--- config.mk ---
export PLATFORM = sky130hd
export DESIGN_NAME = fc_auto_align_decoder
export DESIGN_NICKNAME = d
export VERILOG_FILES = /design/src/rtl/fc_auto_align_decoder.sv
export SDC_FILE = /design/constraint.sdc
export NUM_CORES = 1
export LEC_CHECK = 0
export CAP_MARGIN = 20
export CORE_UTILIZATION = 50
export DETAILED_ROUTE_END_ITERATION = 8
export PLACE_DENSITY = 0.85
export SLEW_MARGIN = 25
export SYNTH_ARGS = -nofsm -noshare
export SYNTH_HDL_FRONTEND = slang
export SYNTH_SLANG_ARGS = --single-unit
--- constraint.sdc ---
create_clock -name clk320 -period 3.2 [get_ports clk320]
set_clock_uncertainty 0.1 [all_clocks]
set_input_delay 0.48 -clock clk320 [delete_from_list [all_inputs] [get_ports clk320]]
set_output_delay 0.48 -clock clk320 [all_outputs]
set_load 0.01 [all_outputs]
--- src/rtl/fc_auto_align_decoder.sv ---
`default_nettype none
`timescale 1ns/1ps
// ============================================================================
//  Module   : fc_auto_align_decoder
//  Purpose  : Deserialises the 320 Mb/s fast-command line, hunts for the IDLE
//             byte (F0) to find the byte phase, then decodes each aligned
//             byte into a one-hot command pulse. A manual-phase override
//             bypasses the hunt. Lock/unlock hysteresis and a saturating
//             invalid-frame counter are included.
//  Ports    : clk320        - 320 MHz clock, rising edge
//             rstn          - asynchronous active-low reset
//             fc            - serial fast command, MSB of each byte first
//             manual_en     - 1 = use manual_phase and skip the search
//             manual_phase  - byte phase used while manual_en = 1
//             err_clr       - synchronous clear of err_cnt (wins over +1)
//             fcd           - one-hot command pulse, one cycle wide
//             frame_strobe  - pulses with every decoded frame
//             locked        - high in LOCKED and MANUAL
//             bit_phase     - byte phase currently in use
//             err_cnt       - saturating invalid-frame count
//  Revision : 1.0 - initial release
// ============================================================================
module fc_auto_align_decoder #(
    parameter int LOCK_CNT   = 4,
    parameter int UNLOCK_CNT = 4,
    parameter int ERR_W      = 8
) (
    input  logic             clk320,
    input  logic             rstn,
    input  logic             fc,
    input  logic             manual_en,
    input  logic [2:0]       manual_phase,
    input  logic             err_clr,
    output logic [9:0]       fcd,
    output logic             frame_strobe,
    output logic             locked,
    output logic [2:0]       bit_phase,
    output logic [ERR_W-1:0] err_cnt
);

    localparam logic [7:0] C_IDLE       = 8'hF0;
    localparam logic [4:0] C_LOCK_CNT   = 5'(LOCK_CNT);
    localparam logic [4:0] C_UNLOCK_CNT = 5'(UNLOCK_CNT);

    typedef enum logic [1:0] {
        ST_SEARCH  = 2'd0,
        ST_CONFIRM = 2'd1,
        ST_LOCKED  = 2'd2,
        ST_MANUAL  = 2'd3
    } state_t;

    // ------------------------------------------------------------------
    // Registers
    // ------------------------------------------------------------------
    state_t           r_state;
    logic [7:0]       r_sr;
    logic [2:0]       r_bitcnt;
    logic [2:0]       r_phase;
    logic [3:0]       r_match_cnt;
    logic [3:0]       r_bad_cnt;
    logic [9:0]       r_fcd;
    logic             r_frame_strobe;
    logic [ERR_W-1:0] r_err_cnt;

    // ------------------------------------------------------------------
    // Combinational next values
    // ------------------------------------------------------------------
    state_t           w_state_nxt;
    logic [2:0]       w_phase_nxt;
    logic [3:0]       w_match_nxt;
    logic [3:0]       w_bad_nxt;
    logic [9:0]       w_fcd_nxt;
    logic             w_strobe_nxt;
    logic             w_err_inc;
    logic [ERR_W-1:0] w_err_nxt;

    logic             w_boundary;
    logic             w_is_idle;
    logic             w_decode_en;
    logic [9:0]       w_code_onehot;
    logic             w_code_valid;
    logic [4:0]       w_match_inc;
    logic [4:0]       w_bad_inc;

    // The byte currently in sr is complete when bitcnt equals the phase
    // captured at the IDLE match.
    assign w_boundary  = (r_bitcnt == r_phase);
    assign w_is_idle   = (r_sr == C_IDLE);
    assign w_decode_en = w_boundary &&
                         ((r_state == ST_LOCKED) || (r_state == ST_MANUAL));
    assign w_match_inc = {1'b0, r_match_cnt} + 5'd1;
    assign w_bad_inc   = {1'b0, r_bad_cnt} + 5'd1;

    // Command table -> one-hot bit position
    always_comb begin
        w_code_onehot = 10'd0;
        w_code_valid  = 1'b1;
        case (r_sr)
            8'hF0:   w_code_onehot = 10'b00_0000_0001; // IDLE
            8'hF8:   w_code_onehot = 10'b00_0000_0010; // LinkReset
            8'hF1:   w_code_onehot = 10'b00_0000_0100; // BCR
            8'hF2:   w_code_onehot = 10'b00_0000_1000; // SyncForTrig
            8'hF9:   w_code_onehot = 10'b00_0001_0000; // L1A_CR
            8'hF4:   w_code_onehot = 10'b00_0010_0000; // ChargeInj
            8'hF6:   w_code_onehot = 10'b00_0100_0000; // L1A
            8'hF3:   w_code_onehot = 10'b00_1000_0000; // L1A_BCR
            8'hFC:   w_code_onehot = 10'b01_0000_0000; // WS_Start
            8'hFA:   w_code_onehot = 10'b10_0000_0000; // WS_Stop
            default: w_code_valid  = 1'b0;
        endcase
    end

    // Next-state and registered-output logic
    always_comb begin
        w_state_nxt  = r_state;
        w_phase_nxt  = r_phase;
        w_match_nxt  = r_match_cnt;
        w_bad_nxt    = r_bad_cnt;
        w_fcd_nxt    = 10'd0;
        w_strobe_nxt = 1'b0;
        w_err_inc    = 1'b0;

        // Decode happens from the state held during the boundary cycle;
        // a state change decided at that same edge does not suppress it.
        if (w_decode_en) begin
            w_strobe_nxt = 1'b1;
            if (w_code_valid) begin
                w_fcd_nxt = w_code_onehot;
            end else begin
                w_err_inc = 1'b1;
            end
        end

        if (manual_en) begin
            // Override from any state; phase follows the input every cycle.
            w_state_nxt = ST_MANUAL;
            w_phase_nxt = manual_phase;
            w_match_nxt = 4'd0;
            w_bad_nxt   = 4'd0;
        end else begin
            case (r_state)
                ST_SEARCH: begin
                    // Sliding compare every cycle; the cycle of the match
                    // defines the byte phase.
                    if (w_is_idle) begin
                        w_phase_nxt = r_bitcnt;
                        w_match_nxt = 4'd1;
                        w_bad_nxt   = 4'd0;
                        w_state_nxt = (LOCK_CNT <= 1) ? ST_LOCKED : ST_CONFIRM;
                    end
                end
                ST_CONFIRM: begin
                    if (w_boundary) begin
                        if (w_is_idle) begin
                            w_match_nxt = r_match_cnt + 4'd1;
                            if (w_match_inc >= C_LOCK_CNT) begin
                                w_state_nxt = ST_LOCKED;
                                w_bad_nxt   = 4'd0;
                            end
                        end else begin
                            w_state_nxt = ST_SEARCH;
                            w_match_nxt = 4'd0;
                        end
                    end
                end
                ST_LOCKED: begin
                    if (w_boundary) begin
                        if (w_code_valid) begin
                            w_bad_nxt = 4'd0;
                        end else begin
                            w_bad_nxt = r_bad_cnt + 4'd1;
                            if (w_bad_inc >= C_UNLOCK_CNT) begin
                                w_state_nxt = ST_SEARCH;
                                w_bad_nxt   = 4'd0;
                                w_match_nxt = 4'd0;
                            end
                        end
                    end
                end
                ST_MANUAL: begin
                    // manual_en has fallen: restart the hunt
                    w_state_nxt = ST_SEARCH;
                    w_match_nxt = 4'd0;
                    w_bad_nxt   = 4'd0;
                end
                default: begin
                    w_state_nxt = ST_SEARCH;
                end
            endcase
        end
    end

    // Clear wins over a simultaneous increment; increment stops at all-ones.
    always_comb begin
        w_err_nxt = r_err_cnt;
        if (err_clr) begin
            w_err_nxt = '0;
        end else if (w_err_inc && !(&r_err_cnt)) begin
            w_err_nxt = r_err_cnt + ERR_W'(1);
        end
    end

    // ------------------------------------------------------------------
    // State and data registers
    // ------------------------------------------------------------------
    always_ff @(posedge clk320 or negedge rstn) begin
        if (!rstn) begin
            r_state <= ST_SEARCH;
        end else begin
            r_state <= w_state_nxt;
        end
    end

    always_ff @(posedge clk320 or negedge rstn) begin
        if (!rstn) begin
            r_sr           <= 8'd0;
            r_bitcnt       <= 3'd0;
            r_phase        <= 3'd0;
            r_match_cnt    <= 4'd0;
            r_bad_cnt      <= 4'd0;
            r_fcd          <= 10'd0;
            r_frame_strobe <= 1'b0;
            r_err_cnt      <= '0;
        end else begin
            r_sr           <= {r_sr[6:0], fc};
            r_bitcnt       <= r_bitcnt + 3'd1;
            r_phase        <= w_phase_nxt;
            r_match_cnt    <= w_match_nxt;
            r_bad_cnt      <= w_bad_nxt;
            r_fcd          <= w_fcd_nxt;
            r_frame_strobe <= w_strobe_nxt;
            r_err_cnt      <= w_err_nxt;
        end
    end

    assign fcd          = r_fcd;
    assign frame_strobe = r_frame_strobe;
    assign locked       = (r_state == ST_LOCKED) || (r_state == ST_MANUAL);
    assign bit_phase    = r_phase;
    assign err_cnt      = r_err_cnt;

endmodule
`default_nettype wire

==> results.toml <==
[clock_tree]
ctsResizeCount = 0
cts_tree = "yes"
clkTransAtPathRegs_ns = 0.09
cts-htree-levels = 2
root_buffer = "clkbuf_8"
cts_setup_buffers = 0
hold_buffers = 0
cts_buffers = 5
clock_sinks = 43
insertion_delay_ns = 0.30
ctsLongestPathBuffers = 2

[pwr]
switching_share = 0.267
leakagePower_nw = 1.13
power_w = 0.00121
combPwrFrac = 0.140
power.internal_w = 0.000885
p_switching_w = 0.000322
p_clk_frac = 0.361
irDropWorstVdd_mv = 0.397
powerDensity_nw_per_um2 = 487
seqPwrFrac = 0.500

[global_route]
grt_pass1_vias = 1460
antenna_found_initial = 0
gr-total-overflow = 0
grt_util_all_layers = 0.199
grt_max_degree = 44
grt_pass1_wl_um = 6420

[floorplan]
core_area_sq_um = 3770
start_util = 0.538
ios = 31
die_y_um = 65.7
core.rowCount = 22
dieArea_sq_um = 4320
die_w_um = 65.7

[cells_and_area]
nNetsFinal = 233
multi_input_area_sq_um = 891
register_area_sq_um = 1080
finalCoreUtilization = 0.657
drive_above_1_share = 0.0864
stdcell_count = 268
fillers = 282
area_delta_synth_final_pct = 22.2
num_antenna_cells = 0

[timing]
relSlewSlack = 0.653
setup_violations = 0
drv_slew = 0
hold_viol_final = 0
rsz0062_at_grt = "no"
period_share = 0.683
min_period_ns = 2.18
fin_tns_setup_ns = 0
max_freq_mhz = 458
fin_ws_ns = 1.02
worst_pin_slew_ns = 0.521

[place]
io_buffer_count = 30
dp_slack_ns = 0.880
place_inst = 260
gp_congestion = 0.790
place_hpwl_um = 2580

[run_status]
status = "complete, no violations"

[drt]
drtPass1Iterations = 4
via_per_inst = 5.45
avgRoutedWirePerCell_um = 13.6
wirelength_um = 3650
ant_nets = 0
dr_total_vias = 1460
drt_iter0_drc = 51
remaining_drc_errors = 0

[setup_path]
cp_cell_sequence = "xnor2_1 > nand4_2 > nor4_2 > nor2b_1 > mux2_1"
critPathLaunch = "bit_phase[2]"
r2r_end = "err_cnt[7]"
cp-start-kind = "flip-flop"
r2r_cells = 5
r2r_setup_slack_ns = 1.02
slowest_delay_ns = 0.49
crit_end = "err_cnt[7]"
cp.arrival_ns = 2.28
crit_type = "flip-flop to flip-flop"
required_ns = 3.29
r2r_start = "bit_phase[2]"
cp_slowest_cell = "nor4_2"
critPathMaxFanout = 8
endpoint_kind = "flip-flop"

[flow_run]
maxCapViolCount = 0

[yosys]
syn_area_sq_um = 2030
synthCells = 188
avgSynthCellArea_sq_um = 10.8
yosys.area.top_type = "dfrtp_1"
synth_warnings = 0
yosys.area.top_type_share = 0.531
ys_seq_elements = 43
yosys-top-cells-area = "dfrtp_1 (53%), nor2_1 (4.3%), ha_1 (3.7%)"
synth_nets = 202
yosysSeqAreaShare = 0.531
yosysUniqueCellTypes = 47

[hold_path]
hp-class = "input port to asynchronous set/reset pin"
==> critical path, delay by kind of cell, from the launching register on <==
| kind | cells | cell delay (ns) |
|---|---|---|
| xor+xnor | 1 | 0.25 |
| flops | 1 | 0.42 |
| mux | 1 | 0.32 |
| simple gates | 3 | 0.99 |
==> routing by layer <==
| metal | share of wire | wire, um | track usage | up-vias |
|---|---|---|---|---|
| met5 | 0 | 0 | 0 | - |
| met4 | 0.014 | 52 | 0.0734 | 0 |
| met3 | 0.033 | 119 | 0.0521 | 7 |
| met2 | 0.50 | 1830 | 0.328 | 21 |
| met1 | 0.45 | 1650 | 0.248 | 717 |
| li1 | - | - | - | 715 |
==> how the worst min path moves through the flow <==
stage / startpoint / endpoint / slack, ns
after detailed placement: r_sr[5] / r_sr[6] / 0.26
after global placement: r_sr[5] / r_sr[6] / 0.25
final: rstn / fcd[4] / 0.05
after floorplan: rstn / bit_phase[0] / 0.08
after CTS: rstn / fcd[2] / 0.24
after global routing: rstn / fcd[2] / 0.08
==> cell families (layout without fill, tap and decap cells) <==
family,count (synthesis),count (layout),synth area share
AO/OA/AOI/OAI,29,29,0.104
XOR/XNOR,7,7,0.0302
adder cells (fa/ha/maj),6,6,0.0370
buffers and inverters,16,48,0.0302
flip-flops,43,43,0.531
multiplexers,10,10,0.0531
AND/OR/NAND/NOR,77,77,0.215
==> power by group through the flow <==
stage               clock network [W]  logic, W  registers, W
global placement                    0  0.000164      0.000613
detailed placement                  0  0.000167      0.000614
CTS                          0.000447  0.000169      0.000603
floorplan                           0  0.000121      0.000602
finish                       0.000435  0.000168      0.000603
global route                 0.000468  0.000189      0.000608
==> final cells by class <==
cell class	count	share of cell area
Timing Repair Buffer	30	0.120
Inverter	10	0.0151
Clock buffer	5	0.0278
Sequential cell	43	0.434
Tap cell	48	0.0242
Multi-Input combinational cell	129	0.359
Clock inverter	3	0.0192
==> metrics by stage <==
step	cell area, sq um	hold WS (ns)
2_1_floorplan	2030	0.0844
3_3_place_gp	2360	0.255
3_5_place_dp	2360	0.259
4_1_cts	2480	0.238
5_1_grt	2480	0.0833
6_report	2480	0.0469
==> cell usage in the layout (no fill, tap or decap), types with 2 or more instances in the layout <==
master           synthesis  final
a211oi_1                 2      2
a21oi_1                  6      6
a31oi_1                  2      2
and2_1                   3      3
and3_1                   3      3
clkbuf_8                 0      5
clkdlybuf4s50_1          0     29
dfrtp_1                 43     43
ha_1                     6      6
inv_1                   10     10
mux2_1                   6      6
mux2i_1                  4      4
nand2_1                 11     11
nand2b_1                 5      5
nand3_1                  6      6
nand4_1                  4      4
nor2_1                  23     23
nor2b_1                  6      6
nor3_1                   4      4
o211a_1                  2      2
o21ai_0                  4      4
o22ai_1                  2      2
or3_1                    2      2
xnor2_1                  6      6
==> cells in the mapped netlist (all sizes together) <==
library cell	n
nand4	5
nor2b	6
nand2	11
a211oi	2
nor3	5
or2	1
a41oi	1
and2	3
nand2b	5
or4	1
or3	2
o21ai	6
o21bai	1
xnor2	6
nand3	7
a22oi	1
and3b	1
o2111ai	1
xor2	1
buf	2
mux2i	4
a21boi	1
o211a	2
a2bb2oi	1
o2111a	1
dfrtp	43
ha	6
nor4	3
inv	10
and3	3
mux2	6
a31oi	2
a21oi	7
and4	1
o22ai	2
nor2	23
a211o	1
clkbuf	4
==> state kept, by name, summed over array words and instances, names as in the netlist <==
register and flops:
fcd 10, err_cnt 8, r_sr 8, r_bad_cnt 4, r_match_cnt 4, bit_phase 3, r_bitcnt 3, r_state 2
frame_strobe 1
Note: power is estimated with default switching activity, not from simulation.
